**src/rtl/spi_arb_pkg.sv**
```systemverilog
// Shared types and constants for the INRT/A2D SPI bus arbiter.
package spi_arb_pkg;

  localparam int unsigned DATA_W = 16;

  typedef enum logic [1:0] {IDLE, GRANT, WAIT, FIN} state_t;

  typedef enum logic {OWN_INRT = 1'b0, OWN_A2D = 1'b1} owner_t;

  // Command payload latched at grant and held for the whole transaction.
  typedef struct packed {
    owner_t            sel;
    logic [DATA_W-1:0] cmd;
  } spi_txn_t;

  localparam logic [DATA_W-1:0] TMO_ABORT_DATA = 16'hFFFF;

endpackage

```
**src/rtl/spi_arb_pick.sv**
```systemverilog
// Requester selection: INRT priority, optional anti-starvation for A2D.
// Starvation counter is built only when SPI_ARB_STARVE_EN is defined.
module spi_arb_pick
  import spi_arb_pkg::*;
#(
  parameter int unsigned STARVE_MAX = 3
) (
  input  logic clk,
  input  logic rst,
  input  logic req_inrt,
  input  logic req_a2d,
  input  logic grant_en,
  output logic pick_a2d,
  output logic pick_vld
);

  logic starve_c;

`ifdef SPI_ARB_STARVE_EN
  localparam int unsigned CNT_W = (STARVE_MAX < 1) ? 1 : $clog2(STARVE_MAX + 1);

  logic [CNT_W-1:0] starve_cnt_q, starve_cnt_d;

  assign starve_c = (starve_cnt_q == CNT_W'(STARVE_MAX));

  // Counts INRT wins while A2D is kept waiting; saturates because the tie then flips.
  always_comb begin
    starve_cnt_d = starve_cnt_q;
    if (!req_a2d) begin
      starve_cnt_d = '0;
    end else if (grant_en) begin
      starve_cnt_d = pick_a2d ? '0 : starve_cnt_q + CNT_W'(1);
    end
  end

  always_ff @(posedge clk) begin
    if (rst) begin
      starve_cnt_q <= '0;
    end else begin
      starve_cnt_q <= starve_cnt_d;
    end
  end
`else
  logic unused_cfg;

  assign starve_c   = 1'b0;
  assign unused_cfg = ^{clk, rst, grant_en, (STARVE_MAX == 0)};
`endif

  assign pick_vld = req_inrt | req_a2d;
  assign pick_a2d = req_a2d & (~req_inrt | starve_c);

endmodule

```
**src/rtl/spi_bus_arb.sv**
```systemverilog
// Shares one 16-bit SPI master between INRT and A2D, one whole transaction per grant,
// with timeout abort. Optional A2D anti-starvation via SPI_ARB_STARVE_EN.
module spi_bus_arb
  import spi_arb_pkg::*;
#(
  parameter int unsigned TMO_W      = 12,
  parameter int unsigned STARVE_MAX = 3
) (
  input  logic              clk,
  input  logic              rst,
  input  logic              req_inrt,
  input  logic [DATA_W-1:0] cmd_inrt,
  output logic              done_inrt,
  input  logic              req_a2d,
  input  logic [DATA_W-1:0] cmd_a2d,
  output logic              done_a2d,
  output logic [DATA_W-1:0] rd_data,
  output logic              spi_wrt,
  output logic [DATA_W-1:0] spi_cmd,
  output logic              spi_sel,
  input  logic              spi_done,
  input  logic [DATA_W-1:0] spi_rd,
  output logic              tmo_err
);

  localparam logic [TMO_W-1:0] TMO_LAST = '1;

  state_t            state_q, state_d;
  spi_txn_t          txn_q, txn_d;
  logic [TMO_W-1:0]  tmo_q, tmo_d;
  logic [DATA_W-1:0] rd_data_q, rd_data_d;
  logic              spi_wrt_q, spi_wrt_d;
  logic              done_inrt_q, done_inrt_d;
  logic              done_a2d_q, done_a2d_d;
  logic              tmo_err_q, tmo_err_d;
  logic              grant_en;
  logic              pick_a2d;
  logic              pick_vld;

  spi_arb_pick #(
    .STARVE_MAX (STARVE_MAX)
  ) u_pick (
    .clk      (clk),
    .rst      (rst),
    .req_inrt (req_inrt),
    .req_a2d  (req_a2d),
    .grant_en (grant_en),
    .pick_a2d (pick_a2d),
    .pick_vld (pick_vld)
  );

  // Next state and registered outputs; pulses are set on the edge entering GRANT/FIN.
  always_comb begin
    state_d     = state_q;
    txn_d       = txn_q;
    tmo_d       = tmo_q;
    rd_data_d   = rd_data_q;
    spi_wrt_d   = 1'b0;
    done_inrt_d = 1'b0;
    done_a2d_d  = 1'b0;
    tmo_err_d   = 1'b0;
    grant_en    = 1'b0;

    case (state_q)
      IDLE: begin
        if (pick_vld) begin
          grant_en   = 1'b1;
          txn_d.sel  = pick_a2d ? OWN_A2D : OWN_INRT;
          txn_d.cmd  = pick_a2d ? cmd_a2d : cmd_inrt;
          spi_wrt_d  = 1'b1;
          state_d    = GRANT;
        end
      end
      GRANT: begin
        tmo_d   = '0;
        state_d = WAIT;
      end
      WAIT: begin
        tmo_d = tmo_q + TMO_W'(1);
        // A completion in the same clock as the last count still counts as success.
        if (spi_done) begin
          rd_data_d   = spi_rd;
          done_inrt_d = (txn_q.sel == OWN_INRT);
          done_a2d_d  = (txn_q.sel == OWN_A2D);
          state_d     = FIN;
        end else if (tmo_d == TMO_LAST) begin
          rd_data_d   = TMO_ABORT_DATA;
          tmo_err_d   = 1'b1;
          done_inrt_d = (txn_q.sel == OWN_INRT);
          done_a2d_d  = (txn_q.sel == OWN_A2D);
          state_d     = FIN;
        end
      end
      FIN: begin
        state_d = IDLE;
      end
      default: begin
        state_d = IDLE;
      end
    endcase
  end

  always_ff @(posedge clk) begin
    if (rst) begin
      state_q     <= IDLE;
      txn_q       <= '0;
      tmo_q       <= '0;
      rd_data_q   <= '0;
      spi_wrt_q   <= 1'b0;
      done_inrt_q <= 1'b0;
      done_a2d_q  <= 1'b0;
      tmo_err_q   <= 1'b0;
    end else begin
      state_q     <= state_d;
      txn_q       <= txn_d;
      tmo_q       <= tmo_d;
      rd_data_q   <= rd_data_d;
      spi_wrt_q   <= spi_wrt_d;
      done_inrt_q <= done_inrt_d;
      done_a2d_q  <= done_a2d_d;
      tmo_err_q   <= tmo_err_d;
    end
  end

  assign spi_cmd   = txn_q.cmd;
  assign spi_sel   = txn_q.sel;
  assign spi_wrt   = spi_wrt_q;
  assign rd_data   = rd_data_q;
  assign done_inrt = done_inrt_q;
  assign done_a2d  = done_a2d_q;
  assign tmo_err   = tmo_err_q;

endmodule

```
**config.mk**
```make
export PLATFORM = sky130hd
export DESIGN_NAME = spi_bus_arb
export DESIGN_NICKNAME = d
export VERILOG_FILES = /design/src/rtl/spi_arb_pkg.sv /design/src/rtl/spi_arb_pick.sv /design/src/rtl/spi_bus_arb.sv
export SDC_FILE = /design/constraint.sdc
export NUM_CORES = 1
export LEC_CHECK = 0
export ABC_AREA = 0
export BUFFER_PORTS_ARGS = -buffer_cell sky130_fd_sc_hd__buf_2
export CORE_MARGIN = 2
export CORE_UTILIZATION = 40
export CTS_CLUSTER_DIAMETER = 60
export DETAILED_ROUTE_END_ITERATION = 6
export GPL_TIMING_DRIVEN = 0
export PLACE_DENSITY_LB_ADDON = 0.1
export SLEW_MARGIN = 20
export SYNTH_ARGS = -nofsm -noshare
export SYNTH_HDL_FRONTEND = slang
export SYNTH_SLANG_ARGS = --single-unit
```
**constraint.sdc**
```tcl
create_clock -name clk -period 2.7 [get_ports clk]
set_input_delay 0.405 -clock clk [delete_from_list [all_inputs] [get_ports clk]]
set_output_delay 0.405 -clock clk [all_outputs]
set_load 0.005 [all_outputs]
```
# Word level (Yosys, flattened, before mapping)
# Cells that the tools add are included.
[word_totals]
output_inout_bits = 37
elab_cells = 46
ff_bits = 51
[op_classes]
n_reduce_logical = 9
n_eq_ne = 6
n_addsub = 1
n_mux = 15
bitwise_logic = 6
[ops]
columns = ["operator", "count"]
rows = [
  ["2-to-1 mux 16 bit", 3],
  ["one-hot mux 12 bit (2 select lines)", 1],
  ["adder 12 x 1 -> 12 bit (second input constant)", 1],
  ["== test 12 bit (second input constant)", 1],
  ["one-hot mux 2 bit (4 select lines)", 1],
  ["2-to-1 mux 1 bit", 7],
  ["2-to-1 mux 2 bit", 3],
  ["AND reduction 2 bit", 3],
  ["== test 2 bit (second input constant)", 2],
  ["NOT 1 bit", 4],
  ["nonzero test 2 bit", 2],
  ["OR reduction 2 bit", 2],
  ["inequality test 3 bit (second input constant)", 1],
  ["OR reduction 3 bit", 1],
  ["== test 2 x 1 -> 1 bit (second input constant)", 1],
  ["zero test 2 bit", 1],
  ["inequality test 2 bit (second input constant)", 1],
  ["AND 1 bit", 1],
  ["OR 1 bit", 1],
]

# Longest topological paths before layout
[depth]
word_depth = 5
ltp_mapped = 8
mapped_depth_nobuf = 7

# By module
# Synthesis repeated with hierarchy kept, for this count alone.
[unflattened]
hier_cells = 284
hier_area_um2 = 2438.6
[modules_own_cells]
columns = ["module", "instances", "area_per_inst_um2", "seq_area_each_um2", "cells_per_inst"]
rows = [
  ["spi_bus_arb", 1, 2426.1, 1021.0, 282],
  ["spi_arb_pick", 1, 12.5, 0.0, 2],
]

# Worst setup path before layout
# OpenSTA, ideal clock, no wires.
[synth_path]
path_kind = "register to register"
startpoint = "reg tmo_q[1]"
endpoint = "reg rd_data_q[0] (netlist: rd_data[0])"
period_less_slack_ps = 1978
t_arrival_ps = 1863
slack_ps = 722
t_required_ps = 2585
stages_incl_launch_ff = 9
setup_time_ps = 115
cell_sequence = "dfxtp_1 -> ha_1 -> clkinv_1 -> nor4_4 -> xor2_1 -> a41oi_2 -> nor2_4 -> buf_6 -> o21a_1"
[synth_via]
elab_chain_cells = 4
[synth_lines]
columns = ["item", "line", "rtl"]
rows = [
  ["start, declared", "spi_bus_arb.sv:30", "logic [TMO_W-1:0] tmo_q, tmo_d;"],
  ["start signal, assigned", "spi_bus_arb.sv:116", "tmo_q <= tmo_d;"],
  ["adder 12 x 1 -> 12 bit", "spi_bus_arb.sv:79", "tmo_d = tmo_q + TMO_W'(1);"],
  ["== test 12 bit", "spi_bus_arb.sv:86", "end else if (tmo_d == TMO_LAST) begin"],
  ["nonzero test 2 bit (no source line)", "--", ""],
  ["AND reduction 2 bit (no source line)", "--", ""],
  ["end signal, assigned", "spi_bus_arb.sv:117", "rd_data_q <= rd_data_d;"],
  ["end, declared", "spi_bus_arb.sv:31", "logic [DATA_W-1:0] rd_data_q, rd_data_d;"],
]
# Every way passes these cells.
# A chain may end at the register's enable or synchronous reset.

# Worst setup path in the final report
[layout_path]
startpoint = "reg tmo_q[1]"
endpoint = "reg rd_data_q[11] (netlist: rd_data[11])"
# The elaborated chain is that of the path after synthesis.

==> results_dict.tcl <==
set metrics [dict create \
    slew_violations 0 \
    path_max_fanout 10 \
    place_congestion 0.769 \
    p_total_w 0.00227 \
    crit_path_start_kind "flip-flop" \
    dp.cells 448 \
    htree_levels 2 \
    area_growth_pct 26.2 \
    via_per_inst 4.99 \
    num_rows 28 \
    die_area_um2 6690 \
    rsz0062_at_grt "no" \
    port_buffers 89 \
    path_class "flip-flop to flip-flop" \
    min_path_type "primary input to flip-flop" \
    final.period_utilization 0.842 \
    wire_per_inst_um 12.0 \
    cts_tree "yes" \
    die_h_um 81.8 \
    synth.area.top_cells "dfxtp_1 42%, nor2_1 11%, mux2i_1 7.0%" \
    post_cts_buffers 0 \
    cap_violations 0 \
    hold_violations 0 \
    synth_area_um2 2420 \
    setup_viol 0 \
    grt_pass1_vias 1981 \
    crit_required_ns 2.95 \
    clockRootBuffer "clkbuf_8" \
    fillers 582 \
    slew_headroom 0.657 \
    p_per_area_nw_per_um2 743 \
    antenna_found_initial 0 \
    grt_usage 0.169 \
    layout.cells.non_filler 456 \
    ys_types 42 \
    grt_first_pass_wirelength_um 8860 \
    ioPinCount 90 \
    worst_slack_ns 0.427 \
    fin_nets 439 \
    total_leakage_power_nw 1.36 \
    place_hpwl_um 4080 \
    antenna_cells 0 \
    postCtsHoldBufs 0 \
    ys_seq_area_frac 0.421 \
    cts_sinks 51 \
    grt.overflow.total 0 \
    worst_ir_drop_vdd_mv 0.343 \
    yosysWarnings 0 \
    vias 2275 \
    netlist.area_leader.share 0.421 \
    drt_iter0_drc 74 \
    fp.dieW_um 81.8 \
    worstMarginPinSlew_ns 0.514 \
    drive_above_1_share 0.283 \
    syn_nets 343 \
    worstSkewPairLatency_ns 0.30 \
    grt_max_degree 17 \
    synthArstFlopShare 0 \
    fin_crit_ns 2.27 \
    yosys_register_bits 51 \
    skew_ns 0.00777 \
    place_ws_ns 0.449 \
    fin_area_um2 3060 \
    status "complete, no violations" \
    drc_errors 0 \
    start_util 0.412 \
    cts_resized 0 \
    clk_pin_slew_ns 0.10 \
    core_area_um2 5890 \
    cts_buffers 5 \
    ant_nets 0 \
    synth_edf_count 0 \
    clk_path_buf_depth 2 \
    worst_setup_path_end_kind "flip-flop" \
    synthFlopType "dfxtp_1" \
    max_freq_mhz 440 \
    placed_area_um2 2960 \
    setup_tns_ns 0 \
    arrival_ns 2.53 \
    syn_inst 284 \
    synth_top_cell_by_area "dfxtp_1" \
    syn_area_per_cell_um2 8.53 \
    drt_wl_total_um 5490 \
    drtPass1Iterations 4 \
]
state kept, by name (all words and copies together), names as in the netlist:
| register | flops |
|---|---|
| rd_data | 16 |
| spi_cmd | 16 |
| tmo_q | 12 |
| state_q | 2 |
| done_a2d | 1 |
| done_inrt | 1 |
| spi_sel | 1 |
| spi_wrt | 1 |
| tmo_err | 1 |
report_power, final:
part | switching (W) | internal, W
clock | 0.000258 | 0.000210
combinational | 0.000482 | 0.000342
sequential | 0.0000780 | 0.000902
cell families (layout without fill, tap and decap cells):
group	Yosys count	after routing	synth area share
multiplexers	17	17	0.0702
AND/OR/NAND/NOR	121	121	0.241
buffers and inverters	24	121	0.0424
adder cells (fa/ha/maj)	6	6	0.0310
XOR/XNOR	2	2	0.00723
flip-flops	51	51	0.421
AO/OA/AOI/OAI	63	63	0.186
layer usage:
| metal | vias to the layer above | GRT usage | routed length (um) |
|---|---|---|---|
| li1 | 1179 | - | - |
| met1 | 1014 | 0.222 | 2570 |
| met2 | 75 | 0.268 | 2420 |
| met3 | 7 | 0.0538 | 422 |
| met4 | 0 | 0.0450 | 66 |
| met5 | - | 0 | 0 |
metrics by stage:
stage          hold WS, ns  utilization
2_1_floorplan        0.441            -
3_3_place_gp         0.443        0.503
3_5_place_dp         0.449        0.503
4_1_cts              0.295        0.520
5_1_grt              0.294        0.520
6_report             0.302        0.520
cell type report:
class	instances	area (um^2)	area share
multi-input combinational	209	1300	0.425
inverter	8	30.0	0.00982
timing repair buffer	89	445	0.146
clock buffer	6	82.6	0.0270
tap	75	93.8	0.0307
sequential	51	1020	0.334
buffer	16	72.6	0.0237
clock inverter	2	13.8	0.00450
synth_stat cells (all sizes together), types with 5 or more instances:
cell and n:
a211oi 19, a21oi 9, a22oi 5, buf 5, clkbuf 11, dfxtp 51
ha 6, inv 7, mux2i 17, nand2 15, nor2 69, nor2b 6
nor3 7, o21a 18, o21ai 8
worst paths after layout:
| check | from | endpoint | slack [ns] | cells past startpoint |
|---|---|---|---|---|
| worst max-delay path | tmo_q[1] | rd_data[11] | 0.43 | 8 |
| worst min-delay path | req_inrt | spi_sel | 0.30 | 2 |
| worst max register to register | tmo_q[1] | rd_data[11] | 0.43 | 8 |
| worst min register to register | rd_data[9] | rd_data[9] | 0.47 | 1 |
cell usage in the layout, fill, tap and decap left out, types with 2 or more instances in the layout:
| cell | count |
|---|---|
| buf_2 | 90 |
| nor2_1 | 68 |
| dfxtp_1 | 51 |
| o21a_1 | 18 |
| a211oi_1 | 18 |
| mux2i_1 | 17 |
| nand2_1 | 15 |
| clkbuf_1 | 11 |
| a21oi_1 | 9 |
| o21ai_0 | 8 |
| inv_1 | 7 |
| nor3_1 | 7 |
| nor2b_1 | 6 |
| ha_1 | 6 |
| clkbuf_8 | 6 |
| a22oi_1 | 4 |
| nand3_1 | 4 |
| nand2b_1 | 3 |
| and3_1 | 2 |
| nor4_4 | 2 |
| nand4_1 | 2 |
| or3_1 | 2 |
| buf_1 | 2 |
| nor4_1 | 2 |
worst max-delay path, cell delays in order (launching register included):
cell      delay (ns)
dfxtp_1         0.47
ha_1            0.20
clkinv_1        0.15
nor4_4          0.37
xor2_1          0.25
a41oi_2         0.25
nor2_4          0.24
buf_6           0.18
o21a_1          0.11
Note: power is estimated with default switching activity, not from simulation.
